### src/rtl/tl_param_queue.sv
// rtl/tl_param_queue.sv - parametrised TileLink A-channel beat queue with FLOW/PIPE modes
module tl_param_queue #(
  parameter int DEPTH    = 2,
  parameter int DATA_W   = 64,
  parameter int ADDR_W   = 13,
  parameter int SOURCE_W = 6,
  parameter int FLOW     = 0,
  parameter int PIPE     = 0,
  localparam int CNT_W   = $clog2(DEPTH + 1),
  localparam int MASK_W  = DATA_W / 8
) (
  input  logic                clock,
  input  logic                reset,
  input  logic                io_enq_valid,
  output logic                io_enq_ready,
  input  logic [2:0]          io_enq_bits_opcode,
  input  logic [2:0]          io_enq_bits_param,
  input  logic [2:0]          io_enq_bits_size,
  input  logic [SOURCE_W-1:0] io_enq_bits_source,
  input  logic [ADDR_W-1:0]   io_enq_bits_address,
  input  logic [MASK_W-1:0]   io_enq_bits_mask,
  input  logic [DATA_W-1:0]   io_enq_bits_data,
  input  logic                io_enq_bits_corrupt,
  output logic                io_deq_valid,
  input  logic                io_deq_ready,
  output logic [2:0]          io_deq_bits_opcode,
  output logic [2:0]          io_deq_bits_param,
  output logic [2:0]          io_deq_bits_size,
  output logic [SOURCE_W-1:0] io_deq_bits_source,
  output logic [ADDR_W-1:0]   io_deq_bits_address,
  output logic [MASK_W-1:0]   io_deq_bits_mask,
  output logic [DATA_W-1:0]   io_deq_bits_data,
  output logic                io_deq_bits_corrupt,
  output logic [CNT_W-1:0]    io_count
);

  localparam int PTR_W  = (DEPTH > 1) ? $clog2(DEPTH) : 1;
  localparam int WORD_W = 10 + SOURCE_W + ADDR_W + MASK_W + DATA_W;
  localparam logic [PTR_W-1:0] LAST_PTR = PTR_W'(DEPTH - 1);
  localparam logic FLOW_EN = (FLOW != 0);
  localparam logic PIPE_EN = (PIPE != 0);

  logic [WORD_W-1:0] ram [DEPTH];
  logic [PTR_W-1:0]  enq_ptr, deq_ptr;
  logic              maybe_full;
  logic              ptr_match, empty, full, bypass, do_enq, do_deq;
  logic [WORD_W-1:0] enq_word, deq_word;
  logic [CNT_W-1:0]  cnt_enq, cnt_deq;

  function automatic logic [PTR_W-1:0] bump(input logic [PTR_W-1:0] p);
    return (p == LAST_PTR) ? '0 : p + PTR_W'(1);
  endfunction

  assign enq_word = {io_enq_bits_corrupt, io_enq_bits_data, io_enq_bits_mask,
                     io_enq_bits_address, io_enq_bits_source, io_enq_bits_size,
                     io_enq_bits_param, io_enq_bits_opcode};

  assign ptr_match = (enq_ptr == deq_ptr);
  assign empty     = ptr_match & ~maybe_full;
  assign full      = ptr_match & maybe_full;
  assign bypass    = FLOW_EN & empty;

  assign io_enq_ready = ~full | (PIPE_EN & io_deq_ready);
  assign io_deq_valid = bypass ? io_enq_valid : ~empty;

  // A beat taken straight through the bypass never touches storage or pointers.
  assign do_enq = io_enq_valid & io_enq_ready & ~(bypass & io_deq_ready);
  assign do_deq = io_deq_ready & ~empty;

  assign deq_word = bypass ? enq_word : ram[deq_ptr];
  assign {io_deq_bits_corrupt, io_deq_bits_data, io_deq_bits_mask,
          io_deq_bits_address, io_deq_bits_source, io_deq_bits_size,
          io_deq_bits_param, io_deq_bits_opcode} = deq_word;

  always_ff @(posedge clock or posedge reset) begin
    if (reset) begin
      enq_ptr    <= '0;
      deq_ptr    <= '0;
      maybe_full <= 1'b0;
    end else begin
      if (do_enq) enq_ptr <= bump(enq_ptr);
      if (do_deq) deq_ptr <= bump(deq_ptr);
      if (do_enq != do_deq) maybe_full <= do_enq;
    end
  end

  always_ff @(posedge clock) begin
    if (do_enq) ram[enq_ptr] <= enq_word;
  end

  assign cnt_enq = CNT_W'(enq_ptr);
  assign cnt_deq = CNT_W'(deq_ptr);

  // Explicit wrap correction keeps the count right for non-power-of-two depths.
  always_comb begin
    io_count = '0;
    if (full)
      io_count = CNT_W'(DEPTH);
    else if (enq_ptr >= deq_ptr)
      io_count = cnt_enq - cnt_deq;
    else
      io_count = cnt_enq + CNT_W'(DEPTH) - cnt_deq;
  end

endmodule

### config.mk
export PLATFORM = sky130hd
export DESIGN_NAME = tl_param_queue
export DESIGN_NICKNAME = d
export VERILOG_FILES = /design/src/rtl/tl_param_queue.sv
export SDC_FILE = /design/constraint.sdc
export NUM_CORES = 1
export LEC_CHECK = 0
export BUFFER_PORTS_ARGS = -buffer_cell sky130_fd_sc_hd__buf_2
export CORE_MARGIN = 1
export CORE_UTILIZATION = 47
export DETAILED_ROUTE_END_ITERATION = 6
export GPL_TIMING_DRIVEN = 1
export PLACE_DENSITY = 0.75
export SLEW_MARGIN = 5
export SYNTH_ARGS = -nofsm -noshare
export SYNTH_HDL_FRONTEND = slang
export SYNTH_SLANG_ARGS = --single-unit
### constraint.sdc
create_clock -name clock -period 5.2 [get_ports clock]
set_input_delay 1.04 -clock clock [delete_from_list [all_inputs] [get_ports clock]]
set_output_delay 1.04 -clock clock [all_outputs]
set_load 0.01 [all_outputs]
==> results of run 1 <==
power by group through the flow:
| stage | sequential [µW] | combinational (µW) | clock (µW) |
|---|---|---|---|
| after floorplan | 2490 | 1320 | 0 |
| after global placement | 2520 | 1790 | 0 |
| after detailed placement | 2550 | 1820 | 0 |
| after CTS | 2520 | 1830 | 1470 |
| after global routing | 2550 | 1940 | 1530 |
| final | 2510 | 1790 | 1430 |
through the flow:
| step | cell area (µm²) | worst slack [ps] | total power [µW] | TNS (ps) | hold WS, ps |
|---|---|---|---|---|---|
| 3_3_place_gp | 9070 | 1784 | 4306 | 0 | 533.7 |
| 6_report | 9744 | 1480 | 5722 | 0 | 422.4 |
| 5_1_grt | 9742 | 1348 | 6014 | 0 | 414.2 |
| 4_1_cts | 9739 | 1402 | 5814 | 0 | 397.0 |
| 2_1_floorplan | 7790 | -712.1 | 3818 | -143840 | 468.1 |
| 3_5_place_dp | 9070 | 1716 | 4369 | 0 | 558.1 |
final cells by class:
| class | instances | area, µm² |
|---|---|---|
| timing repair buffer | 216 | 1099 |
| fill | 1192 | 6314 |
| clock buffer | 30 | 601.8 |
| clock inverter | 10 | 67.56 |
| multi-input combinational | 115 | 1541 |
| sequential | 205 | 6145 |
| antenna | 2 | 5.005 |
| tap | 216 | 270.3 |
| inverter | 4 | 15.01 |
state kept, by name, indices dropped and copies added, names as in the netlist:
register    flops
deq_ptr         1
ram           202
enq_ptr         1
maybe_full      1
cells by family after synthesis:
| logic type | Yosys count |
|---|---|
| and+or+nand+nor | 7 |
| adders and majority gates | 2 |
| buffers and inverters | 15 |
| muxes | 101 |
| DFF | 205 |
| AOI/OAI and AO/OA | 3 |
| xor gates and xnor gates | 2 |
worst reg2reg max path: cells and delay by family (launching register included):
family                   cells  cell delay [ps]
adder cells (fa/ha/maj)      1              410
AND/OR/NAND/NOR              3             1070
buffers and inverters        1              590
flip-flops                   1              940
per-layer routing:
layer | vias to the layer above | share of wire (%) | wire (µm) | track usage, %
li1 | 1787 | - | - | -
met1 | 1873 | 39 | 5311 | 17.47
met2 | 151 | 51 | 6925 | 27.20
met3 | 26 | 8.4 | 1143 | 5.049
met4 | 2 | 1.9 | 263 | 5.139
met5 | - | 0.095 | 13 | 0
final timing paths:
check	startpoint	end	slack, ps	cells after the start
worst min-delay path	reset	maybe_full$_DFFE_PP0P_	420	2
min in group clock	enq_ptr$_DFFE_PP0P_	enq_ptr$_DFFE_PP0P_	570	1
max in group asynchronous	reset	deq_ptr$_DFFE_PP0P_	4610	2
worst min register to register	enq_ptr$_DFFE_PP0P_	enq_ptr$_DFFE_PP0P_	570	1
worst max-delay path	deq_ptr$_DFFE_PP0P_	io_deq_bits_data[44]	1480	3
worst max register to register	deq_ptr$_DFFE_PP0P_	ram[0][63]$_DFFE_PP_	1800	5
Yosys cell counts:
cell type	count	area, µm²
sky130_fd_sc_hd__buf_2	2	10.01
sky130_fd_sc_hd__xnor2_1	2	17.52
sky130_fd_sc_hd__edfxtp_1	202	6066
sky130_fd_sc_hd__ha_1	2	25.02
sky130_fd_sc_hd__nor2_1	2	7.510
sky130_fd_sc_hd__mux2_4	80	1201
sky130_fd_sc_hd__o21ai_0	1	5.000
sky130_fd_sc_hd__buf_6	8	90.09
sky130_fd_sc_hd__nand2b_1	2	12.51
sky130_fd_sc_hd__mux2_2	21	236.5
sky130_fd_sc_hd__buf_4	1	7.510
sky130_fd_sc_hd__dfrtp_1	3	75.07
sky130_fd_sc_hd__a21oi_1	2	10.01
sky130_fd_sc_hd__inv_1	4	15.01
sky130_fd_sc_hd__nand2_1	3	11.26
==> results.md, run 1 <==
Run status:
- The flow ran to the end, and the final reports show no timing, DRC or antenna violations.

STA:
- The clock period could shrink to 3720 ps.
- The tightest slew margin relative to the limit is 35.42%.
- The worst clock skew on the final layout is 11.49 ps.
- The number of max-slew violations in the final report is 0.
- The final hold violation count was 0.
- Setup violations remaining at the end of the flow were counted as 0.
- Of the available clock period, the critical path in the final layout requires 71.55%.
- Timing would allow up to 268.8 MHz.
- The actual slew at the worst max-slew pin is 966.3 ps.
- Setup repair after global routing left no endpoint under its margin.

Power and ir drop:
- Across the VDD grid, the largest voltage drop is 521.2 µV.
- In this run, flip-flops and latches consume 43.8% of the power.
- Net switching is 28.62% of the power.
- The internal power summed over all cells is 4084 µW.
- In this run the static leakage power is 0.003895 µW.
- The switching power total is 1638 µW.
- The portion of total power attributed to combinational logic is 31.3%.
- The clock group share of total power is 24.9%.
- Power spread over the standard cell area amounts to 587.2 nW/µm².

Logic synthesis:
- The register bit total from synthesis is 205.
- The combinational family with the most area after synthesis is multiplexers.
- The netlist uses 15 different library cells.
- The complex-gate fraction of the synthesized area is 0.1927%.
- For this run, the register share of the synthesized area comes to 78.83%.
- Summing the areas of all fa, ha and maj instances in the mapped netlist gives 0.3212% of the synthesized area.
- Multiplexer cells account for 18.45% of the synthesized area.
- The post-synthesis simple-gate area fraction is 0.4015%.
- The number of cells produced by synthesis is 335.
- The count of synthesis-stage warnings from yosys is 0.
- The cell area after technology mapping is 7790 µm².
- Counting every net in the synthesized netlist gives 442.
- Of the total synthesized cell area, the portion taken by XOR and XNOR cells is 0.2249%.
- The average instance in the mapped netlist occupies 23.25 µm².

Die:
- The area of the core is 16060 µm².
- The floorplan step set the die height to 130.7 µm.
- The die outline area is 17090 µm².
- The total number of placement rows is 46.
- 210 I/O pins were placed.
- For this configuration, the core starts out at a cell density of 48.51%.
- The die boundary width is 130.7 µm.

Clock tree:
- The number of buffers created by CTS is 22.
- The root buffer cell is sky130_fd_sc_hd__clkbuf_16.
- The clock-pin slew on the worst setup and hold paths is 60 ps.
- In this run the post-CTS setup repair buffer count came out at 0.
- In this run, post-CTS repair resized a total of 0 instances.
- The total clock sinks is 205.
- In this run the number of H-tree levels came out at 1.
- The post-cts hold buffer count is 0.
- In this run the deepest clock path goes through 3 buffers.
- The clock tree from TritonCTS is built.
- At the later pin of the worst-skew pair, clock insertion delay measures 490 ps.

Setup path:
- Data on the critical path is required at its endpoint by 4160 ps.
- The nature of the critical path endpoint is an output pin.
- The critical path goes through buf_4 > mux2_2 > buf_2.
- In this run the worst path has a maximum fanout of 47.
- The top cell family by delay on the critical path is flip-flops.
- The cell type of the slowest stage on the worst timing path is sky130_fd_sc_hd__dfrtp_4.
- The critical path buffer and inverter count is 2.
- The largest single stage delay on the critical path is 940 ps.
- The worst setup path is launched from a flip-flop.
- The category of the most critical setup path is flip-flop to output pin.
- The critical path data arrival time is 2680 ps.

Finish:
- The share of the core filled with cells in the final layout is 60.68%.
- The share of final-layout standard cells stronger than drive strength 1 is 59.83%.
- Leaving out fill and tap cells, the most frequent cell in the layout is sky130_fd_sc_hd__buf_2.
- The top cell types in the final layout, fill and taps aside, are 209 x sky130_fd_sc_hd__buf_2, 202 x sky130_fd_sc_hd__edfxtp_1, 80 x sky130_fd_sc_hd__mux2_4.
- The number of non-filler instances in the completed layout is 798.
- The area growth from synthesis to layout is 25.09%.
- At the end of the flow, the number of nets in the layout was 671.

Min path:
- The worst min-delay path category is input port to async pin.

Drt:
- The routed design has 13660 µm of wire.
- After detailed routing, the average wire length per cell comes to 17.11 µm.
- In the routed layout, each cell is associated on average with a via count of 4.811.
- For this run, the detailed router's first-pass iteration total came to 4.
- Summing over every cut layer, the via total after detailed routing is 3839.
- The count of unresolved DRC violations after routing is 0.
- After the first detailed-routing iteration, the DRC count stood at 208.
- The post-route antenna net violation count is 0.

Global route:
- The overall fraction of global-route tracks in use is 15.36%.
- Entering global routing, the biggest net connects 48 pins.
- For this run the aggregate overflow at the end of global routing stands at 0.
- The first global-routing pass estimated 19830 µm of wire.
- The number of global-route vias before repair is 3915.
- The initial antenna violation count was 3.

Placement:
- The routability congestion estimate from global placement is 0.6950.
- Including well taps, the total number of placed cells is 756.
- The sum of net half-perimeters after detailed placement is 9061 µm.
- The number of buffers inserted by port buffering is 209.

Run:
- Across the run, the number of max-cap violations was 0.
(Power assumes the default switching activity.)
==> inputs of run 2 (changes only) <==
==> constraint.sdc (replaced) <==
create_clock -name clock -period 3.4 [get_ports clock]
set_input_delay 0.68 -clock clock [delete_from_list [all_inputs] [get_ports clock]]
set_output_delay 0.68 -clock clock [all_outputs]
set_load 0.01 [all_outputs]
==> run 2 against run 1 <==
  * Clock power rose by 64%
  * Total power rose by 56%
  * Cell area rose by 0.45%
  * Hold slack got worse by 360 ps
  * Critical endpoint is now io_deq_bits_data[57]
  * Global-route usage barely moved
  * Critical path type unchanged
  * Via count fell by 0.86%
==> results.md, run 2 (synthesis results as in run 1) <==
Finish:
- The top cell types in the final layout, fill and taps aside, are 209 x sky130_fd_sc_hd__buf_2, 202 x sky130_fd_sc_hd__edfxtp_1, 80 x sky130_fd_sc_hd__mux2_4.
- The number of flip-flops under the largest register name is 202 (unchanged).
- The share of final-layout standard cells stronger than drive strength 1 is 61.32% (+1.5 points).
- ram holds more flip-flops than any other register.
- The count of nets after finishing came to 668 (-0.45%).
- The filler cell count was 1167 (-2.1%).
- The library cell used most frequently in the layout, excluding fill and tap cells, is sky130_fd_sc_hd__buf_2.
- The area overhead of the layout relative to synthesis is 25.65%.

Drt:
- The DRC marker count from the first detailed-route iteration was 187 (-10%).
- The count of unresolved DRC violations after routing is 0 (unchanged).
- The post-route antenna net violation count is 0 (unchanged).
- The post-detailed-route via-to-cell ratio is 4.812 (about the same).
- The final wirelength was 13540 µm (-0.83%).
- The number of vias after detailed routing is 3806 (-0.86%).
- The mean routed wirelength per cell is 17.12 µm (about the same).
- The count of TritonRoute iterations in the first routing pass is 6 (+2).

Clock tree:
- The buffers inserted during post-CTS setup optimization is 0 (unchanged).
- The clock latency reported for the late side of the worst-skew pair was 470 ps (-20 ps).
- TritonCTS built the clock tree.
- The post-CTS resize count is 0 (unchanged).
- The maximum root-to-sink buffer count is 3 (unchanged).
- The clock-pin slew on the worst setup and hold paths is 60 ps (about the same).
- The total clock sinks was 205 (unchanged).
- Clock tree synthesis selected as its root buffer the cell sky130_fd_sc_hd__clkbuf_16.
- The number of H-tree branching levels is 1 (unchanged).
- The number of buffers created by CTS is 21 (-4.5%).
- The post-cts hold buffer count was 0 (unchanged).

STA:
- The tightest slew margin relative to the limit came to 49.26% (+14 points).
- The total negative setup slack is 0 ps (unchanged).
- The final hold violation count is 0 (unchanged).
- The number of max-slew violations in the final report came to 0 (unchanged).
- The post-route worst setup slack came to 634.2 ps (-845.4 ps).
- The number of setup violations in the final report was 0 (unchanged).
- The actual slew at the worst max-slew pin came to 761.2 ps (-205.2 ps).
- Setup repair after global routing left no endpoint under its margin.
- The clock period minus final worst setup slack is 2766 ps.
- The post-route fraction of the period consumed by the critical path is 81.35%.
- The achievable clock frequency is 361.6 MHz.
- The worst-case hold slack is 65.99 ps (-356.4 ps).
- The worst clock skew on the final layout is 4.353 ps (-7.135 ps).

Placement:
- The routability congestion estimate from global placement is 0.7804 (+12%).
- The number of buffers inserted by port buffering was 209 (unchanged).
- The sum of net half-perimeters after detailed placement was 8692 µm (-4.1%).
- The setup slack at placement is 1044 ps (-671.7 ps).

Setup path:
- The depth of the worst register-to-register path came to 6 (+1).
- The maximum net fanout on the critical path is 103 (+120%).
- The nature of the critical path startpoint is a flip-flop.
- The minimum setup slack among reg-to-reg paths was 1050 ps (-750 ps).
- The data required time of the critical path came to 2720 ps (-1440 ps).
- The category of the most critical setup path is flip-flop to output pin.
- In this run the critical register-to-register path is launched from enq_ptr$_DFFE_PP0P_.
- The end of the worst register-to-register path is ram[1][82]$_DFFE_PP_.
- The worst setup path is captured at an output pin.
- The critical path data arrival time is 2090 ps (-590 ps).

Min path:
- The worst min-delay path category is input port to async pin.

Die:
- The area of the core was 16060 µm² (unchanged).
- The starting density of the core is 48.51% (unchanged).
- The boundary pin count is 210 (unchanged).
- The die outline area is 17090 µm² (unchanged).
- The total number of placement rows is 46 (unchanged).
- The die boundary width is 130.7 µm (unchanged).
- The vertical die dimension is 130.7 µm (unchanged).

Power and ir drop:
- The worst voltage drop across the vdd grid came to 756.6 µV (+45%).
- The leakage power summed over all cells is 0.003919 µW (+0.62%).
- The total power density per cell area is 911.9 nW/µm² (+55%).

Run:
- The max-cap check violation count is 0 (unchanged).

Global route:
- The number of global-route vias before repair is 3972 (+1.5%).
- The wire length of the first global-routing pass is 19750 µm (-0.38%).
- The overall fraction of global-route tracks in use is 15.31% (-0.045 points).
- The aggregate global routing overflow is 0 (unchanged).
- The maximum number of pins on one net before global-route repair is 104 (+120%).
- The initial antenna violation count is 1 (-2).

Run status:
- The run finished with clean final reports.
[run 2: cell types whose count changed in the layout (fill, tap and decap cells not counted), sizes merged]
cell,change
clkbuf,-7
bufinv,+3
buf,-2
clkinv,-1
clkinvlp,+1
diode,-1
[run 2: critical path, stage by stage, from the launching register on]
cell and delay (ps):
sky130_fd_sc_hd__dfrtp_4 420, sky130_fd_sc_hd__buf_12 520, sky130_fd_sc_hd__mux2_2 430, sky130_fd_sc_hd__buf_2 150
[run 2: final cells by class]
cell class	instances	area (µm²)	area share, %
Clock inverter	13	165.2	1.687
Sequential cell	205	6145	62.78
Inverter	4	15.01	0.1534
Clock buffer	23	553.0	5.650
Antenna cell	1	2.502	0.02557
Tap cell	216	270.3	2.761
Timing Repair Buffer	214	1096	11.20
Multi-Input combinational cell	115	1541	15.75
[run 2: how the worst max path moves through the flow]
stage | slack (ps) | to | depth (start not counted) | start
floorplan | -750 | ram[1][0]$_DFFE_PP_ | 5 | enq_ptr$_DFFE_PP0P_
global placement | 1110 | io_count[1] | 5 | deq_ptr$_DFFE_PP0P_
detailed placement | 1040 | ram[0][5]$_DFFE_PP_ | 6 | enq_ptr$_DFFE_PP0P_
CTS | 590 | io_count[1] | 5 | deq_ptr$_DFFE_PP0P_
global route | 550 | io_count[1] | 5 | deq_ptr$_DFFE_PP0P_
finish | 630 | io_deq_bits_data[57] | 3 | deq_ptr$_DFFE_PP0P_
[run 2: stage by stage]
stage	total power (µW)	instance area, µm²	util [%]	cells
finish	8926	9788	60.96	791
global route	9360	9786	60.94	790
CTS	9057	9786	60.94	790
floorplan	5790	7795	-	335
global placement	6602	9067	56.47	754
detailed placement	6681	9067	56.47	754
[run 2: per-layer routing]
| layer | track usage [%] | up-vias | wire, µm |
|---|---|---|---|
| met5 | 0 | - | 0 |
| met4 | 5.003 | 0 | 276 |
| met3 | 5.090 | 21 | 1252 |
| met2 | 26.30 | 156 | 6819 |
| met1 | 18.17 | 1855 | 5194 |
| li1 | - | 1774 | - |
[run 2: report_power, final]
| group | switching, µW | internal [µW] |
|---|---|---|
| combinational | 1470 | 1400 |
| clock | 874 | 1470 |
| sequential | 157 | 3550 |
